--- config.mk ---
export PLATFORM = sky130hd
export DESIGN_NAME = commit_queue
export DESIGN_NICKNAME = d
export VERILOG_FILES = /design/src/rtl/commit_pkg.sv /design/src/rtl/commit_fifo.sv /design/src/rtl/commit_queue.sv
export SDC_FILE = /design/constraint.sdc
export NUM_CORES = 1
export LEC_CHECK = 0
export ABC_AREA = 0
export BUFFER_PORTS_ARGS = -buffer_cell sky130_fd_sc_hd__buf_4
export CAP_MARGIN = 20
export CORE_UTILIZATION = 49
export CTS_CLUSTER_SIZE = 40
export DETAILED_ROUTE_END_ITERATION = 12
export GPL_ROUTABILITY_DRIVEN = 0
export PLACE_DENSITY = 0.7
export REMOVE_ABC_BUFFERS = 1
export SYNTH_ARGS = -nofsm -noshare
export SYNTH_HDL_FRONTEND = slang
export SYNTH_HIERARCHICAL = 1
export SYNTH_SLANG_ARGS = --single-unit
--- constraint.sdc ---
create_clock -name clk -period 10.8 [get_ports clk]
set_input_delay 1.62 -clock clk [delete_from_list [all_inputs] [get_ports clk]]
set_output_delay 1.62 -clock clk [all_outputs]
set_load 0.1 [all_outputs]
--- src/rtl/commit_pkg.sv ---
// Shared types for the in-order commit stage: per-entry payload and head retire state.
// Entry widths follow the package defaults; commit_queue parameters default to them.
package commit_pkg;

  localparam int XLEN_DEF  = 32;
  localparam int EXC_W_DEF = 6;

  typedef enum logic [1:0] {
    NODATA,
    COMMIT,
    EXCEPTION,
    WAIT_FIFO
  } commit_state_e;

  typedef struct packed {
    logic [4:0]           rd;
    logic [XLEN_DEF-1:0]  rd_val;
    logic [XLEN_DEF-1:0]  inst_pc;
    logic [XLEN_DEF-1:0]  jump_pc;
    logic                 jump_valid;
    logic [EXC_W_DEF-1:0] exc_num;
    logic [XLEN_DEF-1:0]  exc_val;
    logic                 exc_valid;
    logic [XLEN_DEF-1:0]  store_addr;
    logic [XLEN_DEF-1:0]  store_val;
    logic [1:0]           store_size;
    logic                 store_valid;
  } commit_entry_t;

endpackage

--- src/rtl/commit_fifo.sv ---
// Circular DEPTH-entry buffer with push/pop/flush; write visible at head one cycle later.
// No internal backpressure: the caller must only push below DEPTH and only pop when non-empty.
module commit_fifo #(
  parameter int W     = 8,
  parameter int DEPTH = 4
) (
  input  logic                       clk_i,
  input  logic                       rst_ni,
  input  logic                       push_i,
  input  logic [W-1:0]               push_dat_i,
  input  logic                       pop_i,
  input  logic                       flush_i,
  output logic [$clog2(DEPTH+1)-1:0] count_o,
  output logic [W-1:0]               head_dat_o
);

  localparam int AW = $clog2(DEPTH);
  localparam int CW = $clog2(DEPTH + 1);

  logic [W-1:0]  mem_q [DEPTH];
  logic [AW-1:0] head_q, head_d, tail_q, tail_d;
  logic [CW-1:0] count_q, count_d;

  // Pointers wrap naturally since DEPTH is a power of two.
  always_comb begin
    head_d  = head_q;
    tail_d  = tail_q;
    count_d = count_q;
    if (flush_i) begin
      head_d  = '0;
      tail_d  = '0;
      count_d = '0;
    end else begin
      if (push_i) tail_d = tail_q + AW'(1);
      if (pop_i)  head_d = head_q + AW'(1);
      if (push_i && !pop_i)      count_d = count_q + CW'(1);
      else if (!push_i && pop_i) count_d = count_q - CW'(1);
    end
  end

  always_ff @(posedge clk_i) begin
    if (!rst_ni) begin
      head_q  <= '0;
      tail_q  <= '0;
      count_q <= '0;
    end else begin
      head_q  <= head_d;
      tail_q  <= tail_d;
      count_q <= count_d;
    end
  end

  always_ff @(posedge clk_i) begin
    if (push_i && !flush_i) mem_q[tail_q] <= push_dat_i;
  end

  assign count_o    = count_q;
  assign head_dat_o = mem_q[head_q];

endmodule

--- src/rtl/commit_queue.sv ---
// In-order commit queue: retires head as writeback/store/jump/exception, min 1-cycle latency.
// execute_ready is registered-only (count < DEPTH); a full data FIFO stalls the head store.
module commit_queue
  import commit_pkg::*;
#(
  parameter int XLEN  = XLEN_DEF,
  parameter int DEPTH = 4,
  parameter int EXC_W = EXC_W_DEF
) (
  input  logic             clk,
  input  logic             reset,
  input  logic             execute_valid,
  output logic             execute_ready,
  input  logic [4:0]       execute_rd,
  input  logic [XLEN-1:0]  execute_rd_val,
  input  logic [XLEN-1:0]  execute_inst_pc,
  input  logic [XLEN-1:0]  execute_jump_pc,
  input  logic             execute_jump_valid,
  input  logic [EXC_W-1:0] execute_exception_num,
  input  logic [XLEN-1:0]  execute_exception_val,
  input  logic             execute_exception_valid,
  input  logic [XLEN-1:0]  execute_store_addr,
  input  logic [XLEN-1:0]  execute_store_val,
  input  logic [1:0]       execute_store_size,
  input  logic             execute_store_valid,
  input  logic [XLEN-1:0]  trap_vector,
  input  logic             datafifo_full,
  output logic [XLEN-1:0]  datafifo_addr_out,
  output logic [XLEN-1:0]  datafifo_val_out,
  output logic [1:0]       datafifo_size_out,
  output logic             datafifo_valid_out,
  output logic [EXC_W-1:0] exception_num_out,
  output logic [XLEN-1:0]  exception_val_out,
  output logic [XLEN-1:0]  exception_pc_out,
  output logic             exception_valid_out,
  output logic [4:0]       rd_out,
  output logic [XLEN-1:0]  rd_val_out,
  output logic             rd_valid_out,
  output logic             commit_valid,
  output logic             pipeline_flush,
  output logic [XLEN-1:0]  pipeline_pc,
  output logic [63:0]      commit_count
);

  localparam int CW = $clog2(DEPTH + 1);

  commit_entry_t in_ent, head;
  commit_state_e state;
  logic [CW-1:0] count;
  logic          push;
  logic [63:0]   cnt_q, cnt_d;

  always_comb begin
    in_ent             = '0;
    in_ent.rd          = execute_rd;
    in_ent.rd_val      = execute_rd_val;
    in_ent.inst_pc     = execute_inst_pc;
    in_ent.jump_pc     = execute_jump_pc;
    in_ent.jump_valid  = execute_jump_valid;
    in_ent.exc_num     = execute_exception_num;
    in_ent.exc_val     = execute_exception_val;
    in_ent.exc_valid   = execute_exception_valid;
    in_ent.store_addr  = execute_store_addr;
    in_ent.store_val   = execute_store_val;
    in_ent.store_size  = execute_store_size;
    in_ent.store_valid = execute_store_valid;
  end

  assign execute_ready = reset && (count < CW'(DEPTH));
  assign push          = execute_valid && execute_ready && !pipeline_flush;

  commit_fifo #(
    .W     ($bits(commit_entry_t)),
    .DEPTH (DEPTH)
  ) u_fifo (
    .clk_i      (clk),
    .rst_ni     (reset),
    .push_i     (push),
    .push_dat_i (in_ent),
    .pop_i      (commit_valid),
    .flush_i    (pipeline_flush),
    .count_o    (count),
    .head_dat_o (head)
  );

  // Gating with reset keeps every output at 0 during the reset cycle itself.
  always_comb begin
    state = NODATA;
    if (reset && count != '0) begin
      if (head.exc_valid)                           state = EXCEPTION;
      else if (head.store_valid && datafifo_full)   state = WAIT_FIFO;
      else                                          state = COMMIT;
    end
  end

  always_comb begin
    datafifo_addr_out   = '0;
    datafifo_val_out    = '0;
    datafifo_size_out   = '0;
    exception_num_out   = '0;
    exception_val_out   = '0;
    exception_pc_out    = '0;
    rd_out              = '0;
    rd_val_out          = '0;
    pipeline_pc         = '0;
    rd_valid_out        = (state == COMMIT) && (head.rd != 5'd0);
    datafifo_valid_out  = (state == COMMIT) && head.store_valid;
    exception_valid_out = (state == EXCEPTION);
    commit_valid        = (state == COMMIT) || (state == EXCEPTION);
    pipeline_flush      = (state == EXCEPTION) || ((state == COMMIT) && head.jump_valid);
    if (state != NODATA) begin
      datafifo_addr_out = head.store_addr;
      datafifo_val_out  = head.store_val;
      datafifo_size_out = head.store_size;
      exception_num_out = head.exc_num;
      exception_val_out = head.exc_val;
      exception_pc_out  = head.inst_pc;
      rd_out            = head.rd;
      rd_val_out        = head.rd_val;
      pipeline_pc       = (state == EXCEPTION) ? trap_vector : head.jump_pc;
    end
  end

  assign cnt_d = commit_valid ? cnt_q + 64'd1 : cnt_q;

  always_ff @(posedge clk) begin
    if (!reset) cnt_q <= '0;
    else        cnt_q <= cnt_d;
  end

  assign commit_count = reset ? cnt_q : 64'd0;

endmodule
==> impl_results.md, run 1 <==
- Unique masters post-synth: 54
- Worst clock skew: 0.0285 ns
- HP Class: flop to flop
- Largest net degree at the start of global routing: 122
- Critical-path cell list: buf_4 > buf_4 > mux4_2 > and2_1 > buf_4
- Number of global-route vias before repair: 19.5k
- Post-Syn Area: 0.0357 mm2
- Post-DRT Antenna Nets: 0
- Post-synth ARST share: 0%
- Avg Cell Area, Syn: 19.3 um2
- Worst setup SP type: flop
- Die Area: 0.0740 mm2
- IO Port Bufs: 518
- Worst Reg-to-Reg Cells: 10
- DRT Pass-1 Iters: 5
- P_leak: 15.0 nW
- Layout cells sized above 1: 36.8%
- Residual DRC: 0
- Row count: 98
- VDD IR max: 0.239 mV
- Vias: 19.0k
- Root Buffer: clkbuf_16
- Max H-tree Level: 3
- Max-cap violations: 0
- Pins Over Slew Limit: 0
- Least-Margin Pin Slew: 1.09 ns
- Layout area overhead: 22.0%
- CTS tree: done
- CP top delay family: buffers and inverters
- Power, Total: 10.6 mW
- Final Hold Violating Endpoints: 0
- Status: completed
- Post-CTS setup buffers: 0
- Die width: 272 um
- Final HPWL DP: 50700 um
- Mapped Cells: 1853
- Drt initial violations: 1438
- Critical path depth: 5
- Clk_lat worst skew: 0.64 ns
- Worst Hold Endpoint: cnt_q[53]$_SDFFE_PN0P_
- Crit path DAT: 4.35 ns
- Slowest CP cell: buf_4
- Drt total wl: 79600 um
- Pwr/cell area: 244 mW/mm2
- FMAX: 0.168 GHz
- Final Critical Period: 5.97 ns
- Post-synth EDFFs: 832
- First-pass GRT wire length: 119000 um
- CTS buffer count: 91
- Nets@finish: 2642
- Reg2reg setup slack: 5.10 ns
- Ys flop type: edfxtp_1
- Initial antenna violation count: 27
- Buf/Inv on CP: 3
- Critical Path Max Stage Delay: 0.87 ns
- Core Box Area: 0.0719 mm2
- Synth Register Bits: 905
- Clock tree sinks: 905
- Hold path depth: 2
- # hold bufs at CTS: 0
- Final setup vio count: 0
- Slew headroom: 27.6%
- Critical-path maximum fanout: 48
- Clock transition at path regs: 0.06 ns
- Starting Density: 49.7%
- Synth warn: 6
- Fin crit share: 55.3%
- GR Overflow Total: 0
- FF-to-FF End: u_fifo/mem_q[2][81]$_DFFE_PP_
- RSZ-0062 raised after global routing: no
- Total GRT Usage: 21.4%
- I/O pin count: 519
- Vias/cell: 5.56
- CP endpoint kind: primary output
- Avg WL per Cell: 23.2 um
- Most Frequent Cell on Critical Path: buf_4
- Sequential-to-total area share from yosys stat: 74.0%
- Die height: 272 um
- Crit Path Class: flop to primary output
- CP required: 9.18 ns
- Post-cts sizing count: 0
- Clock tree buffer depth: 3
- Final Util: 60.6%
- Hold_sp: cnt_q[53]$_SDFFE_PN0P_
==> Yosys cell counts, types with 12 or more instances <==
master / n / share of area, %
nand4_1: 26 / 0.46
or4_1: 17 / 0.36
nand3_1: 23 / 0.32
buf_2: 28 / 0.39
nand2_1: 31 / 0.33
buf_6: 16 / 0.50
inv_1: 14 / 0.15
and2_1: 237 / 4.2
o21ai_0: 15 / 0.21
a21oi_1: 32 / 0.45
or3_1: 12 / 0.21
dfxtp_1: 73 / 4.1
mux2i_1: 34 / 0.95
mux4_2: 208 / 13
edfxtp_1: 832 / 70
o31ai_1: 16 / 0.34
buf_1: 14 / 0.15
nor2_1: 89 / 0.94
xor2_1: 28 / 0.69
clkbuf_1: 37 / 0.39
==> state kept, by name (all words and copies together), names as in the netlist, named ones only <==
name and count:
u_fifo/mem_q 832, u_fifo/tail_q 2, cnt_q 64, u_fifo/head_q 2, u_fifo/count_o 3
==> final cells by class <==
type	count	area, um2
fill	5241	28300
sequential	905	26500
multi-input combinational	836	8710
timing repair buffer	542	4110
clock buffer	107	2380
tap	950	1190
clock inverter	60	641
inverter	15	56.3
antenna	11	27.5
==> how the worst max path moves through the flow <==
stage | to | slack [ns] | startpoint
final | datafifo_addr_out[22] | 4.83 | flop
after global routing | exception_val_out[5] | 4.39 | flop
after CTS | datafifo_addr_out[22] | 4.58 | flop
after detailed placement | u_fifo/mem_q[2][73]$_DFFE_PP_ | 4.63 | flop
after global placement | u_fifo/mem_q[2][81]$_DFFE_PP_ | 4.77 | reset
after floorplan | u_fifo/mem_q[0][0]$_DFFE_PP_ | -6.29 | flop
==> placed cells by master (no fill, tap or decap), drive strengths merged, types with 16 or more instances in the layout <==
master / instances
a21oi: 32
and2: 238
buf: 542
clkbuf: 107
clkinv: 46
dfxtp: 73
edfxtp: 832
mux2i: 34
mux4: 208
nand2: 32
nand3: 25
nand4: 31
nor2: 89
o31ai: 16
or4: 17
xor2: 28
==> worst register-to-register path, cell delays in order, from the launching register on <==
cell and delay [ns]:
dfxtp_4 0.86, mux4_2 0.84, nand3b_1 0.33, nand2_1 0.16, inv_1 0.14, o21a_1 0.17, nor2_1 0.29, nor2b_1 0.31
and2_4 0.75, buf_4 0.74, buf_4 0.71
==> where the power goes <==
part,total (mW),switching [mW],internal (mW)
logic,3.39,2.43,0.955
registers,4.12,0.0842,4.04
clock network,3.13,1.28,1.84
total,10.6,3.80,6.84
==> metal layers <==
metal	global-route usage, %	routed length [um]	up-vias
li1	-	-	8450
met2	35.5	40400	656
met5	0	178	-
met4	7.10	1900	26
met1	27.5	31000	9769
met3	5.47	6020	138
==> through the flow <==
step           setup TNS (ns)  cells  cell area, um2  setup WS, ns  hold slack (ns)
4_1_cts                     0   3413           43500          4.58            0.497
3_5_place_dp                0   3246           40500          4.63            0.489
2_1_floorplan        -5516.62   1756           35200         -6.29            0.454
3_3_place_gp                0   3246           40500          4.77            0.470
5_1_grt                     0   3422           43600          4.39            0.537
6_report                    0   3426           43600          4.83            0.495
==> kinds of logic (layout without fill, tap and decap cells) <==
kind of cell / count (synthesis) / count (layout) / share of synthesized area [%]
flops: 905 / 905 / 74.0
fa+ha+maj: 7 / 7 / 0.266
compound gates: 70 / 70 / 1.16
simple gates: 481 / 481 / 7.93
mux: 245 / 245 / 14.2
other cells: 0 / 11 / 0
buf+inv: 112 / 724 / 1.63
xor+xnor: 33 / 33 / 0.809
No activity file was read; power rests on OpenSTA's default activity.
==> inputs of run 2 (changes only) <==
ABC_AREA = 1   (was 0)
PLACE_DENSITY = 0.73   (was 0.7)
clock period = 4.88 ns   (was 10.8 ns; I/O delays follow)
==> impl_results.md, run 2 <==
- Vias: 25.8k (+35%)
- Final Hold Violating Endpoints: 0 (unchanged)
- Slew headroom: 11.9% (-16 points)
- Met2 WL: 45100 um (+12%)
- # hold bufs at CTS: 0 (unchanged)
- Post-cts sizing count: 0 (unchanged)
- Most frequent cell after synthesis: edfxtp_1
- Final worst slack: 0.518 ns (-4.31 ns)
- Pwr/cell area: 564 mW/mm2 (+130%)
- Clock tree buffer depth: 3 (unchanged)
- Finished Cell Area: 0.0447 mm2 (+2.7%)
- Clk_lat worst skew: 0.66 ns (+0.02 ns)
- Largest register FFs: 832 (unchanged)
- Avg Cell Area, Syn: 11.5 um2 (-40%)
- Drt total wl: 92200 um (+16%)
- Crit Path Class: flop to primary output
- Largest reg by FF count: u_fifo/mem_q
- Number of global-route vias before repair: 24.6k (+26%)
- Post-Syn Area: 0.0371 mm2 (+3.8%)
- Final setup vio count: 0 (unchanged)
- Placement Setup Slack: 0.916 ns (-3.71 ns)
- Ys flop type: edfxtp_1
- Total GRT Usage: 23.4% (+2.0 points)
- Avg WL per Cell: 19.4 um (-16%)
- CTS buffer count: 92 (+1.1%)
- Final-layout fill cell count: 5849 (+12%)
- Area leader, netlist: edfxtp_1
- Unique masters post-synth: 41 (-24%)
- Max-cap violations: 0 (unchanged)
- Commonest cells after routing, fill and taps aside: edfxtp_1 (832), nor2_1 (728), buf_4 (531), o21ai_0 (402), inv_1 (318)
- CP required: 4.15 ns (-5.03 ns)
- Hold path depth: 1 (-1)
- Final Critical Period: 4.36 ns
- Most common cell after layout, fill and taps aside: edfxtp_1
- Worst Setup EP: datafifo_addr_out[0]
- Max H-tree Level: 3 (unchanged)
- Post-synth EDFFs: 832 (unchanged)
- First-pass GRT wire length: 139000 um (+17%)
- Layout cells sized above 1: 19.3% (-18 points)
- Top Metal Used: met5
- P_leak: 17.2 nW (+15%)
- Post-CTS setup buffers: 0 (unchanged)
- Row count: 100 (+2.0%)
- Sw Ratio: 41.8% (+6.1 points)
- Synth warn: 6 (unchanged)
- Post-DRT Antenna Nets: 0 (unchanged)
- Clock tree sinks: 905 (unchanged)
- Largest net degree at the start of global routing: 207 (+70%)
- HP Class: primary input to flop
- Layout area overhead: 20.6%
- GR Overflow Total: 0 (unchanged)
- Comb power frac: 36.8% (+5.0 points)
- Reg power frac: 36.2% (-2.5 points)
- Sequential-to-total area share from yosys stat: 71.3% (-2.7 points)
- Final HPWL DP: 55700 um (+9.8%)
- Main area contributors after synthesis: edfxtp_1 (67%), nor2_1 (7.4%), o21ai_0 (5.4%)
- Reg2reg setup slack: 0.94 ns (-4.16 ns)
- IO Port Bufs: 518 (unchanged)
- Die width: 277 um (+1.9%)
- Power, Total: 25.2 mW (+140%)
- Die Area: 0.0768 mm2 (+3.8%)
- Initial antenna violation count: 15 (-44%)
- Clock transition at path regs: 0.06 ns (about the same)
- FF-to-FF End: u_fifo/mem_q[0][78]$_DFFE_PP_
- Vias/cell: 5.44 (-2.2%)
- DP Area: 0.0418 mm2 (+3.2%)
- Status: completed
- Worst setup SP type: flop
- Met1 wire length: 36600 um (+18%)
- Nets@finish: 3940 (+49%)
- Crit path DAT: 3.63 ns (-0.72 ns)
- FMAX: 0.229 GHz
- Fin crit share: 89.4%
- Starting Density: 49.7% (-0.053 points)
- Post-synth ARST share: 0% (unchanged)
- Mapped Cells: 3232 (+74%)
- Synth Register Bits: 905 (unchanged)
- Worst Reg-to-Reg Cells: 11 (+1)
- WL met3: 7070 um (+18%)
- Setup TNS: 0 ns (unchanged)
- I/O pin count: 519 (unchanged)
- Core Box Area: 0.0747 mm2 (+4.0%)
- RSZ-0062 raised after global routing: no
- Psw: 10.6 mW (+180%)
- Hold_sp: execute_store_addr[3]
- Clock Power Share: 27.0% (-2.4 points)
- CTS tree: done
- Synth top cells by count: edfxtp_1 (832), nor2_1 (733), o21ai_0 (402)
- Area fraction of the dominant cell type after synthesis: 67.4% (-2.6 points)
- DRT Pass-1 Iters: 5 (unchanged)
- Root Buffer: clkbuf_16
- Critical-path maximum fanout: 161 (+240%)
- Least-Margin Pin Slew: 1.32 ns (+0.234 ns)
- CP endpoint kind: primary output
- Internal power: 14.7 mW (+110%)
- Pins Over Slew Limit: 0 (unchanged)
- VDD IR max: 0.562 mV (+140%)
- Drt initial violations: 2323 (+62%)
- Die height: 277 um (+1.9%)
- Residual DRC: 0 (unchanged)
- Worst clock skew: 0.0427 ns (+0.0142 ns)
run 2: cell count changes after synthesis, moves of 199 or more:
| cell | delta |
|---|---|
| nor2_1 | +644 |
| o21ai_0 | +387 |
| inv_1 | +304 |
| and2_1 | -234 |
| mux4_2 | -208 |
| o22ai_1 | +208 |
| nand2_1 | +199 |
run 2: through the flow:
step	std cells	hold slack, ns	util [%]
detailed placement	4564	0.432	55.9
finish	4743	0.266	59.9
global route	4740	0.245	59.9
global placement	4564	0.416	55.9
floorplan	3051	0.412	-
CTS	4736	0.229	59.9
run 2: power by group through the flow:
stage / logic (mW) / registers [mW] / clock network (mW)
after floorplan: 6.73 / 9.68 / 0
after global placement: 9.20 / 9.29 / 0
after detailed placement: 9.28 / 9.30 / 0
after CTS: 9.30 / 9.14 / 6.91
after global routing: 9.76 / 9.18 / 7.21
final: 9.28 / 9.14 / 6.81
run 2: worst min-delay path by stage:
| stage | to | slack [ns] |
|---|---|---|
| final | u_fifo/mem_q[2][38]$_DFFE_PP_ | 0.27 |
| after floorplan | flop | 0.41 |
| after detailed placement | flop | 0.43 |
| after global routing | u_fifo/mem_q[1][182]$_DFFE_PP_ | 0.24 |
| after CTS | u_fifo/mem_q[2][38]$_DFFE_PP_ | 0.23 |
| after global placement | flop | 0.42 |
run 2: logic make-up (layout without fill, tap and decap cells):
logic type | after synthesis | count (layout) | share of synthesized area, %
other | 0 | 7 | 0
AND/OR/NAND/NOR | 1085 | 1085 | 11.9
AO/OA/AOI/OAI | 726 | 726 | 10.9
buffers and inverters | 505 | 1040 | 5.58
adder cells (fa/ha/maj) | 7 | 7 | 0.256
XOR/XNOR | 4 | 4 | 0.0945
flip-flops | 905 | 905 | 71.3
run 2: per-layer routing:
layer	GRT usage, %	vias up
li1	-	12200
met1	30.4	12400
met2	38.3	973
met3	4.77	199
met4	9.69	18
met5	0	-
run 2: final cells by class:
type / count / area, um2 / area share [%]
clock inverters: 59 / 574 / 1.28
inverters: 324 / 1230 / 2.75
clock buffers: 113 / 2380 / 5.32
well taps: 969 / 1210 / 2.71
multi-input cells: 1822 / 8620 / 19.3
diodes: 7 / 17.5 / 0.0392
flip-flops and latches: 905 / 26500 / 59.1
repair buffers: 544 / 4250 / 9.49
run 2: worst max-delay path, cell delays in order (launching register included):
cell     delay [ns]
dfxtp_4        0.40
buf_12         0.53
buf_4          0.71
o21ai_0        0.23
o22ai_1        0.50
inv_1          0.09
nor2_1         0.13
buf_4          0.31
